==> config.mk <==
export PLATFORM = sky130hd
export DESIGN_NAME = hmem_arb
export DESIGN_NICKNAME = d
export VERILOG_FILES = /design/src/rtl/hmem_arb.sv
export SDC_FILE = /design/constraint.sdc
export NUM_CORES = 1
export LEC_CHECK = 0
export ABC_CLOCK_PERIOD_IN_PS = 3300
export CAP_MARGIN = 20
export CORE_AREA = 2 2 182 184
export CTS_BUF_LIST = sky130_fd_sc_hd__clkbuf_16
export CTS_CLUSTER_SIZE = 12
export DETAILED_ROUTE_END_ITERATION = 10
export DIE_AREA = 0 0 184 186
export PLACE_DENSITY = 0.48
export SLEW_MARGIN = 15
export SYNTH_ARGS = -nofsm -noshare
export SYNTH_HDL_FRONTEND = slang
export SYNTH_SLANG_ARGS = --single-unit
==> constraint.sdc <==
create_clock -name clk -period 3.3 [get_ports clk]
set_clock_uncertainty 0.15 [all_clocks]
set_input_delay 0.99 -clock clk [delete_from_list [all_inputs] [get_ports clk]]
set_output_delay 0.99 -clock clk [all_outputs]
set_load 0.02 [all_outputs]
==> src/rtl/hmem_arb.sv <==
// Hart memory arbiter: shares one external bus between I-cache refills,
// D-cache refill/writeback bursts and locked AMO sequences.
module hmem_arb #(
   parameter int ADDR_W = 64,
   parameter int DATA_W = 64,
   parameter int BEATS  = 4
) (
   input  logic              clk,
   input  logic              rst_n,
   input  logic              i_req,
   input  logic [ADDR_W-1:0] i_addr,
   input  logic              d_req,
   input  logic              d_we,
   input  logic [ADDR_W-1:0] d_addr,
   input  logic [DATA_W-1:0] d_wdata,
   output logic              d_wnext,
   input  logic              amo_req,
   input  logic              a_we,
   input  logic [ADDR_W-1:0] a_addr,
   input  logic [DATA_W-1:0] a_wdata,
   output logic              amo_ack,
   output logic              b_req,
   output logic              b_we,
   output logic [ADDR_W-1:0] b_addr,
   output logic [DATA_W-1:0] b_wdata,
   output logic              b_lock,
   input  logic              b_ack,
   output logic              b_rd_i,
   output logic              b_rd_d
);

   localparam int BEAT_W  = $clog2(BEATS);
   localparam int STEP_SH = $clog2(DATA_W / 8);
   localparam int OFF_W   = $clog2(BEATS * DATA_W / 8);
   localparam logic [ADDR_W-1:0] LINE_MASK = {ADDR_W{1'b1}} << OFF_W;

   localparam logic [1:0] IDLE  = 2'd0;
   localparam logic [1:0] GNT_I = 2'd1;
   localparam logic [1:0] GNT_D = 2'd2;
   localparam logic [1:0] GNT_A = 2'd3;

   localparam logic RR_I = 1'b0;
   localparam logic RR_D = 1'b1;

   logic [1:0]        state;
   logic              rr_last;
   logic [BEAT_W-1:0] beat;
   logic              we_q;
   logic [ADDR_W-1:0] base;
   logic              pick_d;
   logic              pick_i;
   logic              last_beat;
   logic              in_cache;
   logic              in_amo;

   // On a tie, D wins unless D was the cache served last.
   assign pick_d    = d_req & (~i_req | (rr_last == RR_I));
   assign pick_i    = i_req & ~pick_d;
   assign last_beat = (beat == BEAT_W'(BEATS - 1));

   always_ff @(posedge clk or negedge rst_n) begin
      if (!rst_n) begin
         state   <= IDLE;
         rr_last <= RR_I;
         beat    <= '0;
         we_q    <= 1'b0;
      end else begin
         case (state)
            IDLE: begin
               if (amo_req) begin
                  state <= GNT_A;
               end else if (pick_d) begin
                  state   <= GNT_D;
                  rr_last <= RR_D;
                  beat    <= '0;
                  we_q    <= d_we;
               end else if (pick_i) begin
                  state   <= GNT_I;
                  rr_last <= RR_I;
                  beat    <= '0;
                  we_q    <= 1'b0;
               end
            end
            GNT_I, GNT_D: begin
               if (b_ack) begin
                  if (last_beat) begin
                     beat  <= '0;
                     state <= IDLE;
                  end else begin
                     beat <= beat + 1'b1;
                  end
               end
            end
            GNT_A: begin
               if (!amo_req) state <= IDLE;
            end
            default: state <= IDLE;
         endcase
      end
   end

   // Line base is datapath only; every use is qualified by the granted state.
   always_ff @(posedge clk) begin
      if (state == IDLE && !amo_req) begin
         if (pick_d)      base <= d_addr & LINE_MASK;
         else if (pick_i) base <= i_addr & LINE_MASK;
      end
   end

   assign in_cache = (state == GNT_I) || (state == GNT_D);
   assign in_amo   = (state == GNT_A);

   always_comb begin
      b_req   = in_cache | (in_amo & amo_req);
      b_lock  = in_amo;
      b_we    = 1'b0;
      b_addr  = '0;
      b_wdata = '0;
      if (in_cache) begin
         b_we    = we_q;
         b_addr  = base + (ADDR_W'(beat) << STEP_SH);
         b_wdata = d_wdata;
      end else if (in_amo) begin
         b_we    = a_we;
         b_addr  = a_addr;
         b_wdata = a_wdata;
      end
   end

   // Strobes follow b_ack directly; an ack with b_req low is ignored.
   assign b_rd_i  = (state == GNT_I) & b_ack;
   assign b_rd_d  = (state == GNT_D) & ~we_q & b_ack;
   assign d_wnext = (state == GNT_D) & we_q & b_ack;
   assign amo_ack = in_amo & amo_req & b_ack;

endmodule

==> impl_metrics.csv, run 1 <==
group,metric,value,unit
synth,synth_area_per_cell,7.96,um^2
die,row_count,66,
power,p_per_area,785,nW/um^2
power,p_leak,4.12,nW
power,seqPwrFrac,14.6,%
synth,yosysMostFrequentCell,"nand2_1",
setup_path,arrival,2.09,ns
synth,synth_area,4690,um^2
sta,setup_violations,0,
sta,report.final.slew_viol_count,0,
synth,async_reset_ff_share,9.23,%
synth,syn_nets,923,
synth,synthFlopType,"edfxtp_1",
routing,first_pass_iters,6,
synth,synth_area_leader_cell,"edfxtp_1",
clock_network,clock_path_buffers,2,
synth,synth_top_cells_by_count,"nand2_1 (253), o21ai_0 (129), edfxtp_1 (59), mux2_2 (59), clkbuf_1 (22)",
grt,overflow,0,
sta,period_needed,3.23,ns
synth,synth_area_leaders,"edfxtp_1 (38%), nand2_1 (20%), mux2_2 (14%)",
routing,routedWlPerCell,16.5,um
grt,grt_max_degree,39,
sta,max_freq,0.310,GHz
grt,grt_pass1_wl,34.0,mm
clock_network,clock_tree.root_cell,"clkbuf_16",
setup_path,rr_worst_depth,6,
power,power.share.clock,10.9,%
sta,period_share,97.9,%
synth,ys_warn_count,0,
final_layout,fillers,3461,
power,switching_share,48.7,%
setup_path,worst-setup-path-type,"in -> out",
synth,synth_cells,589,
sta,max-slew-margin-rel,66.7,%
routing,via_per_inst,3.97,
placed_design,post-place-cells,1450,
placed_design,port_buffers,452,
die,die-area,34200,um^2
routing,vias,5839,
clock_network,cts.sinks,65,
die,die_w,184,um
setup_path,crit_fanout,1,
setup_path,startpoint_type,"primary input",
setup_path,cp-end-kind,"output pin",
final_layout,synthToLayoutAreaGrowth,117,%
clock_network,clk_pin_slew,0.05,ns
power,power_frac_comb,74.5,%
final_layout,multiInputGateArea,2550,um^2
clock_network,cts_htree_levels,3,
die,coreArea,32200,um^2
power,vdd_drop_max,0.311,mV
grt,grt_pass1_vias,5813,
final_layout,final_cells,1472,
clock_network,postCtsHoldBufs,0,
routing,post-route-drc-count,0,
final_layout,fin_util,31.6,%
clock_network,clock_latency,0.33,ns
die,initial_utilization,14.6,%
sta,worst_pin_slew,0.500,ns
grt,antenna_found_initial,1,
setup_path,cp.required,2.16,ns
synth,synth-seq-cells,65,
placed_design,routabilityCongestion,0.744,
final_layout,regArea,1920,um^2
clock_network,cts_inserted_buffers,9,
grt,grt_util_all_layers,13.4,%
synth,ys_types,26,
die,dieHeight,186,um
run_status,status,"complete, no violations",
power,p_switching,0.00390,W
sta,hold_viol,0,
routing,wirelength,24.2,mm
synth,synth_edf_count,59,
routing,drtIter0Drc,197,
min_path,hold_path_depth,2,
min_path,hold_class,"reg -> reg",
final_layout,final_nets,1394,
placed_design,dpl.hpwl,19.4,mm
sta,rsz0062_at_grt,"true",
synth,seq_area_frac_synth,41.0,%
clock_network,cts_tree,"yes",
final_layout,final_layout_size_suffix_gt1_share,14.6,%
routing,ant_nets,0,
power,p_int,0.00410,W
synth,synth_top_area_share,37.8,%
job,cap_viol_max_count,0,
die,io_pins,463,
placed cells by master (no fill, tap or decap), types with 2 or more instances in the layout:
cell,n
clkbuf_2,17
nor2b_1,2
edfxtp_1,59
ha_1,4
a22o_1,3
buf_12,13
clkdlybuf4s15_1,11
and3_1,2
clkbuf_16,9
buf_4,44
mux2_2,59
dlymetal6s2s_1,3
nor2_1,2
clkdlybuf4s50_1,318
o211ai_1,2
ha_4,2
dlygate4sd2_1,97
inv_1,4
clkinv_2,2
nand2_1,253
dfrtp_1,6
and2_1,4
o21ai_0,128
critical path: stages:
cell             delay (ns)
clkdlybuf4s50_1        0.46
nand2_1                0.05
o21ai_0                0.15
buf_4                  0.14
clkdlybuf4s15_1        0.30
layer usage:
metal / GRT usage (%) / vias to the layer above / routed length [um]
met5: 0 / - / 0
met4: 3.20 / 0 / 242
met3: 4.21 / 14 / 2200
met2: 24.9 / 276 / 12500
met1: 14.8 / 2605 / 9340
li1: - / 2944 / -
power by group through the flow:
stage / clock network (W) / registers [W] / logic [W]
2_1_floorplan: 0 / 0.00118 / 0.00310
3_3_place_gp: 0 / 0.00119 / 0.00651
3_5_place_dp: 0 / 0.00119 / 0.00650
4_1_cts: 0.000903 / 0.00117 / 0.00609
5_1_grt: 0.000941 / 0.00119 / 0.00647
6_report: 0.000869 / 0.00117 / 0.00596
state kept, by name (all words and copies together), names as in the netlist:
register,count
rr_last,1
state,2
beat,2
we_q,1
base,59
cells by family after synthesis:
| group | count (synthesis) | share of synthesized area [%] |
|---|---|---|
| buffers and inverters | 52 | 5.44 |
| AOI/OAI and AO/OA | 139 | 15.5 |
| and+or+nand+nor | 267 | 22.1 |
| DFF | 65 | 41.0 |
| muxes | 60 | 14.4 |
| adders and majority gates | 6 | 1.60 |
cell type report:
type	instances	share of cell area (%)
Sequential cell	65	18.9
Antenna cell	1	0.0246
Multi-Input combinational cell	472	25.1
Timing Repair Buffer	508	48.4
Inverter	4	0.147
Clock buffer	9	2.21
Clock inverter	5	0.258
Tap cell	408	5.01
worst paths after layout:
check                      slack, ns           to         from
max reg2reg                     1.41     state[1]     state[1]
min                             0.39      beat[1]      beat[1]
max in group asynchronous       2.01      rr_last        rst_n
max                             0.07  b_wdata[49]  a_wdata[49]
min in group asynchronous       0.76      beat[0]        rst_n
min reg2reg                     0.39      beat[1]      beat[1]
what timing repair did:
item | 4_1_cts | 5_1_grt
buffers inserted | 4 | 2
setup endpoints to repair | 131 | 49
resized for setup | 146 | 58
pin swaps | 1 | 1
cloned | 1 | 0
per-stage QoR:
stage	area, um^2	hold WS (ns)	total power (W)	setup TNS, ns	setup WS (ns)
2_1_floorplan	4690	0.323	0.00428	0	0.297
3_3_place_gp	10000	0.368	0.00770	-16.43	-0.312
3_5_place_dp	10000	0.381	0.00769	-17.05	-0.311
4_1_cts	10200	0.396	0.00816	-0.530	-0.0805
5_1_grt	10200	0.424	0.00860	-0.0107	-0.00575
6_report	10200	0.391	0.00800	0	0.0708
No activity file was read; power rests on OpenSTA's default activity.
==> run 2: changes to the inputs <==
--- a/config.mk
+++ b/config.mk
@@ -12,6 +12,7 @@
 export CTS_CLUSTER_SIZE = 12
 export DETAILED_ROUTE_END_ITERATION = 10
 export DIE_AREA = 0 0 184 186
+export GPL_TIMING_DRIVEN = 0
 export PLACE_DENSITY = 0.48
 export SLEW_MARGIN = 15
 export SYNTH_ARGS = -nofsm -noshare
==> run 2 against run 1 <==
Register-to-register slack worse by 0.20 ns. First-iteration DRC count is 44% higher. Final cell count is 0.27% lower. Hold slack worse by 0.015 ns. Flip-flop and latch count stayed put. Power is 3.2% higher. Routed wire length is 11% higher. Non-clock buffer count is 4 lower. Cell area is 4.1% lower. Critical endpoint is now b_we. Largest cell class unchanged.
==> impl_metrics.csv, run 2 (synthesis results as in run 1) <==
group,metric,value,unit
run_status,status,"complete, no violations",
final_layout,biggestRegsByFlops,"base x59, beat x2, state x2",
sta,period_needed,3.23,ns
final_layout,multiInputGateArea,2560,um^2
grt,grt_pass1_vias,5989,
clock_network,clock_latency,0.33,ns
sta,period_share,97.8,%
routing,routedWlPerCell,18.4,um
clock_network,clock_tree.root_cell,"clkbuf_16",
setup_path,arrival,2.09,ns
routing,ant_nets,0,
final_layout,final_cell_mix,"clkdlybuf4s50_1 (318), nand2_1 (253), o21ai_0 (118)",
placed_design,port_buffers,452,
setup_path,startpoint_type,"register",
final_layout,synthToLayoutAreaGrowth,108,%
grt,grt_pass1_wl,37.3,mm
power,p_leak,3.85,nW
power,switching_share,51.5,%
setup_path,rr_worst_depth,6,
placed_design,post-place-cells,1450,
die,initial_utilization,14.6,%
setup_path,crit_fanout,11,
final_layout,final_layout_size_suffix_gt1_share,24.6,%
setup_path,cp.required,2.16,ns
sta,setup_violations,0,
clock_network,cts_inserted_buffers,9,
final_layout,fillers,3482,
power,power.share.clock,10.4,%
routing,vias,5918,
job,cap_viol_max_count,0,
die,die_w,184,um
clock_network,clock_path_buffers,2,
final_layout,final_cells,1468,
min_path,hold_class,"reg -> reg",
die,dieHeight,186,um
routing,wirelength,27.0,mm
setup_path,cp-end-kind,"output pin",
routing,post-route-drc-count,0,
sta,hold_viol,0,
clock_network,cts_htree_levels,3,
grt,grt_max_degree,54,
routing,via_per_inst,4.03,
min_path,hold_path_depth,2,
power,vdd_drop_max,0.283,mV
power,p_switching,0.00426,W
final_layout,largest-register,"base",
final_layout,final_nets,1390,
grt,antenna_found_initial,2,
clock_network,cts_tree,"yes",
die,row_count,66,
die,coreArea,32200,um^2
power,power_frac_comb,75.4,%
die,die-area,34200,um^2
grt,grt_util_all_layers,14.8,%
power,seqPwrFrac,14.2,%
sta,max-slew-margin-rel,59.1,%
final_layout,regArea,1920,um^2
power,p_int,0.00400,W
routing,first_pass_iters,4,
sta,report.final.slew_viol_count,0,
setup_path,worst-setup-path-type,"reg -> out",
routing,drtIter0Drc,284,
grt,overflow,0,
sta,max_freq,0.310,GHz
clock_network,clk_pin_slew,0.06,ns
final_layout,fin_util,30.3,%
die,io_pins,463,
placed_design,routabilityCongestion,0.773,
power,p_per_area,845,nW/um^2
final_layout,final_common_cell,"clkdlybuf4s50_1",
clock_network,cts.sinks,65,
placed_design,dpl.hpwl,21.8,mm
final_layout,largest_register_ffs,59,
sta,rsz0062_at_grt,"true",
sta,worst_pin_slew,0.610,ns
run 2: area by class of cell:
cell class	instances	area share (%)
Tap cell	408	5.22
Sequential cell	65	19.7
Clock buffer	9	2.31
Timing Repair Buffer	457	41.9
Multi-Input combinational cell	472	26.2
Clock inverter	5	0.256
Buffer	47	4.24
Inverter	4	0.179
Antenna cell	1	0.0256
run 2: worst paths after layout:
| kind | slack [ns] | startpoint | to |
|---|---|---|---|
| max in group asynchronous | 2.01 | rst_n | rr_last |
| worst max register to register | 1.21 | state[1] | base[46] |
| min in group asynchronous | 0.76 | rst_n | state[1] |
| worst max-delay path | 0.07 | state[1] | b_we |
| worst min register to register | 0.38 | rr_last | rr_last |
| worst min-delay path | 0.38 | rr_last | rr_last |
run 2: what timing repair did:
action | in CTS | in global routing
endpoints found under the setup margin | 134 | 111
hold buffers | 0 | 0
endpoints found under the hold margin | 0 | 0
gates resized for setup | 553 | 185
cloned | 1 | 0
buffers inserted | 3 | 0
run 2: metal layers:
layer  part of all wire (%)  vias to the layer above  track usage [%]
met5                  0.048                        -                0
met4                   0.91                        2             2.82
met2                     51                      277             27.4
met1                     40                     2686             17.2
li1                       -                     2938                -
met3                    7.9                       15             4.05
run 2: through the flow:
step	TNS, ns	setup slack, ns	cell area (um^2)	total power (W)	hold WS, ns
floorplan	0	0.297	4690	0.00428	0.323
global placement	-135.03	-1.23	9730	0.00757	0.354
detailed placement	-66.64	-0.777	9760	0.00758	0.364
finish	0	0.0714	9770	0.00826	0.376
global route	-0.0860	-0.0378	9770	0.00887	0.391
CTS	-0.0993	-0.0101	10000	0.00848	0.376
run 2: worst max-delay path, cell delays in order (launching register included):
cell and delay [ns]:
dfrtp_1 0.42, inv_2 0.12, ha_4 0.23, buf_12 0.14, buf_12 0.14, buf_4 0.18
a22o_1 0.21, dlygate4sd2_1 0.32
run 2: power by group through the flow:
stage               sequential [W]  clock (W)  combinational, W
floorplan                  0.00118          0           0.00310
global placement           0.00120          0           0.00637
detailed placement         0.00119          0           0.00639
CTS                        0.00118   0.000901           0.00640
global route               0.00119   0.000934           0.00674
finish                     0.00118   0.000857           0.00623
==> run 3: changes to the inputs <==
--- a/config.mk
+++ b/config.mk
@@ -7,13 +7,13 @@
 export LEC_CHECK = 0
 export ABC_CLOCK_PERIOD_IN_PS = 3300
 export CAP_MARGIN = 20
-export CORE_AREA = 2 2 182 184
+export CORE_AREA = 4 4 179 181
 export CTS_BUF_LIST = sky130_fd_sc_hd__clkbuf_16
 export CTS_CLUSTER_SIZE = 12
 export DETAILED_ROUTE_END_ITERATION = 10
-export DIE_AREA = 0 0 184 186
+export DIE_AREA = 0 0 183 185
 export GPL_TIMING_DRIVEN = 0
-export PLACE_DENSITY = 0.48
+export PLACE_DENSITY = 0.5
 export SLEW_MARGIN = 15
 export SYNTH_ARGS = -nofsm -noshare
 export SYNTH_HDL_FRONTEND = slang
==> run 3 against run 2 <==
Sequential share of layout area down 0.35 points. Core utilization up 2.4 points. Cell area up 1.8%. Final cell count down 0.20%. Non-clock buffer count up 8. Routed wire length up 2.6%. Clock power up 16%. Clock-buffer cell count unchanged. Sequential power about the same. Critical endpoint is now d_wnext. Power up 4.3%. First-iteration DRC count down 41%. Setup slack better by 0.028 ns.
==> impl_metrics.csv, run 3 (synthesis results as in run 1) <==
group,metric,value,unit
die,initial_utilization,15.4,%
clock_network,clk_pin_slew,0.05,ns
setup_path,cp-end-kind,"output pin",
power,power_frac_comb,74.8,%
clock_network,clock_path_buffers,2,
die,row_count,64,
final_layout,final_cell_mix,"clkdlybuf4s50_1 (318), nand2_1 (251), o21ai_0 (121)",
setup_path,arrival,2.06,ns
power,power.share.clock,11.6,%
final_layout,final_common_cell,"clkdlybuf4s50_1",
placed_design,dpl.hpwl,22.2,mm
sta,period_needed,3.20,ns
placed_design,port_buffers,452,
final_layout,synthToLayoutAreaGrowth,112,%
sta,setup_ws,0.0996,ns
clock_network,clock_tree.root_cell,"clkbuf_16",
placed_design,dp_slack,-0.806,ns
run_status,status,"complete, no violations",
setup_path,crit_fanout,9,
power,p_leak,3.92,nW
die,die-area,33900,um^2
sta,report.final.slew_viol_count,0,
final_layout,fin_util,32.7,%
clock_network,cts.sinks,65,
sta,hold_ws,0.376,ns
setup_path,rr_worst_depth,6,
power,p_int,0.00430,W
job,cap_viol_max_count,0,
sta,setup_violations,0,
grt,grt_util_all_layers,15.2,%
final_layout,biggestRegsByFlops,"base x59, beat x2, state x2",
power,p_per_area,866,nW/um^2
routing,via_per_inst,4.08,
final_layout,largest_register_ffs,59,
clock_network,cts_htree_levels,3,
clock_network,clock_latency,0.33,ns
final_layout,final_layout_size_suffix_gt1_share,25.2,%
routing,first_pass_iters,4,
sta,max-slew-margin-rel,54.0,%
die,dieHeight,185,um
sta,hold_viol,0,
grt,antenna_found_initial,0,
clock_network,cts_tree,"yes",
sta,worst_pin_slew,0.685,ns
routing,drtIter0Drc,168,
sta,rsz0062_at_grt,"true",
die,io_pins,463,
final_layout,antenna_cells,0,
final_layout,largest-register,"base",
grt,grt_pass1_wl,38.5,mm
power,total_power,0.00861,W
setup_path,rrSetupSlack,1.24,ns
die,die_w,183,um
clock_network,cts_inserted_buffers,9,
grt,overflow,0,
routing,routedWlPerCell,18.9,um
grt,grt_pass1_vias,6253,
min_path,hold_path_depth,2,
power,switching_share,50.1,%
setup_path,worst-setup-path-type,"in -> out",
power,p_switching,0.00431,W
power,seqPwrFrac,13.7,%
sta,timing.setup.tns,0,ns
placed_design,routabilityCongestion,0.806,
routing,ant_nets,0,
clock_network,postCtsHoldBufs,0,
sta,period_share,97.0,%
grt,grt_max_degree,53,
setup_path,startpoint_type,"primary input",
routing,vias,5974,
sta,max_freq,0.312,GHz
final_layout,final_nets,1398,
min_path,hold_class,"reg -> reg",
routing,wirelength,27.7,mm
power,vdd_drop_max,0.303,mV
routing,post-route-drc-count,0,
setup_path,cp.required,2.16,ns
die,coreArea,30400,um^2
[run 3: what timing repair did]
item,in CTS,in global routing
pin swaps,1,1
endpoints found under the setup margin,134,90
setup buffers,6,2
cloned,3,1
gates resized for setup,639,86
[run 3: worst paths after layout]
| check | start | endpoint |
|---|---|---|
| setup / recovery | b_ack | d_wnext |
| hold / removal | rr_last | rr_last |
| setup reg to reg | state[0] | base[28] |
| hold reg to reg | rr_last | rr_last |
| max in group asynchronous | rst_n | we_q |
| min in group asynchronous | rst_n | state[1] |
[run 3: area by class of cell]
class                      instances  area (um^2)
fill                            3278        20500
timing repair buffer             465         4230
multi-input combinational        472         2550
sequential                        65         1920
tap                              396          495
buffer                            47          432
clock buffer                       9          225
clock inverter                     7         71.3
inverter                           4         17.5
[run 3: stage by stage]
| stage | std cells | area, um^2 |
|---|---|---|
| floorplan | 589 | 4690 |
| finish | 1465 | 9950 |
| global route | 1465 | 9950 |
| detailed placement | 1438 | 9740 |
| CTS | 1462 | 9950 |
| global placement | 1437 | 9710 |
[run 3: per-layer routing]
metal	vias up	wire [um]	part of all wire [%]	GRT usage (%)
li1	2957	-	-	-
met1	2699	10400	37	16.8
met2	292	14500	52	28.5
met3	26	2410	8.7	4.32
met4	0	442	1.6	3.81
met5	-	0	0	0
[run 3: power groups by stage]
stage	logic, W	clock network, W	registers (W)
final	0.00644	0.000997	0.00118
after global routing	0.00702	0.00106	0.00119
after CTS	0.00655	0.00103	0.00118
after detailed placement	0.00640	0	0.00119
after global placement	0.00638	0	0.00120
after floorplan	0.00310	0	0.00118
[run 3: critical path, stage by stage]
cell	delay [ns]
clkdlybuf4s15_2	0.28
and3_1	0.18
clkdlybuf4s50_1	0.61
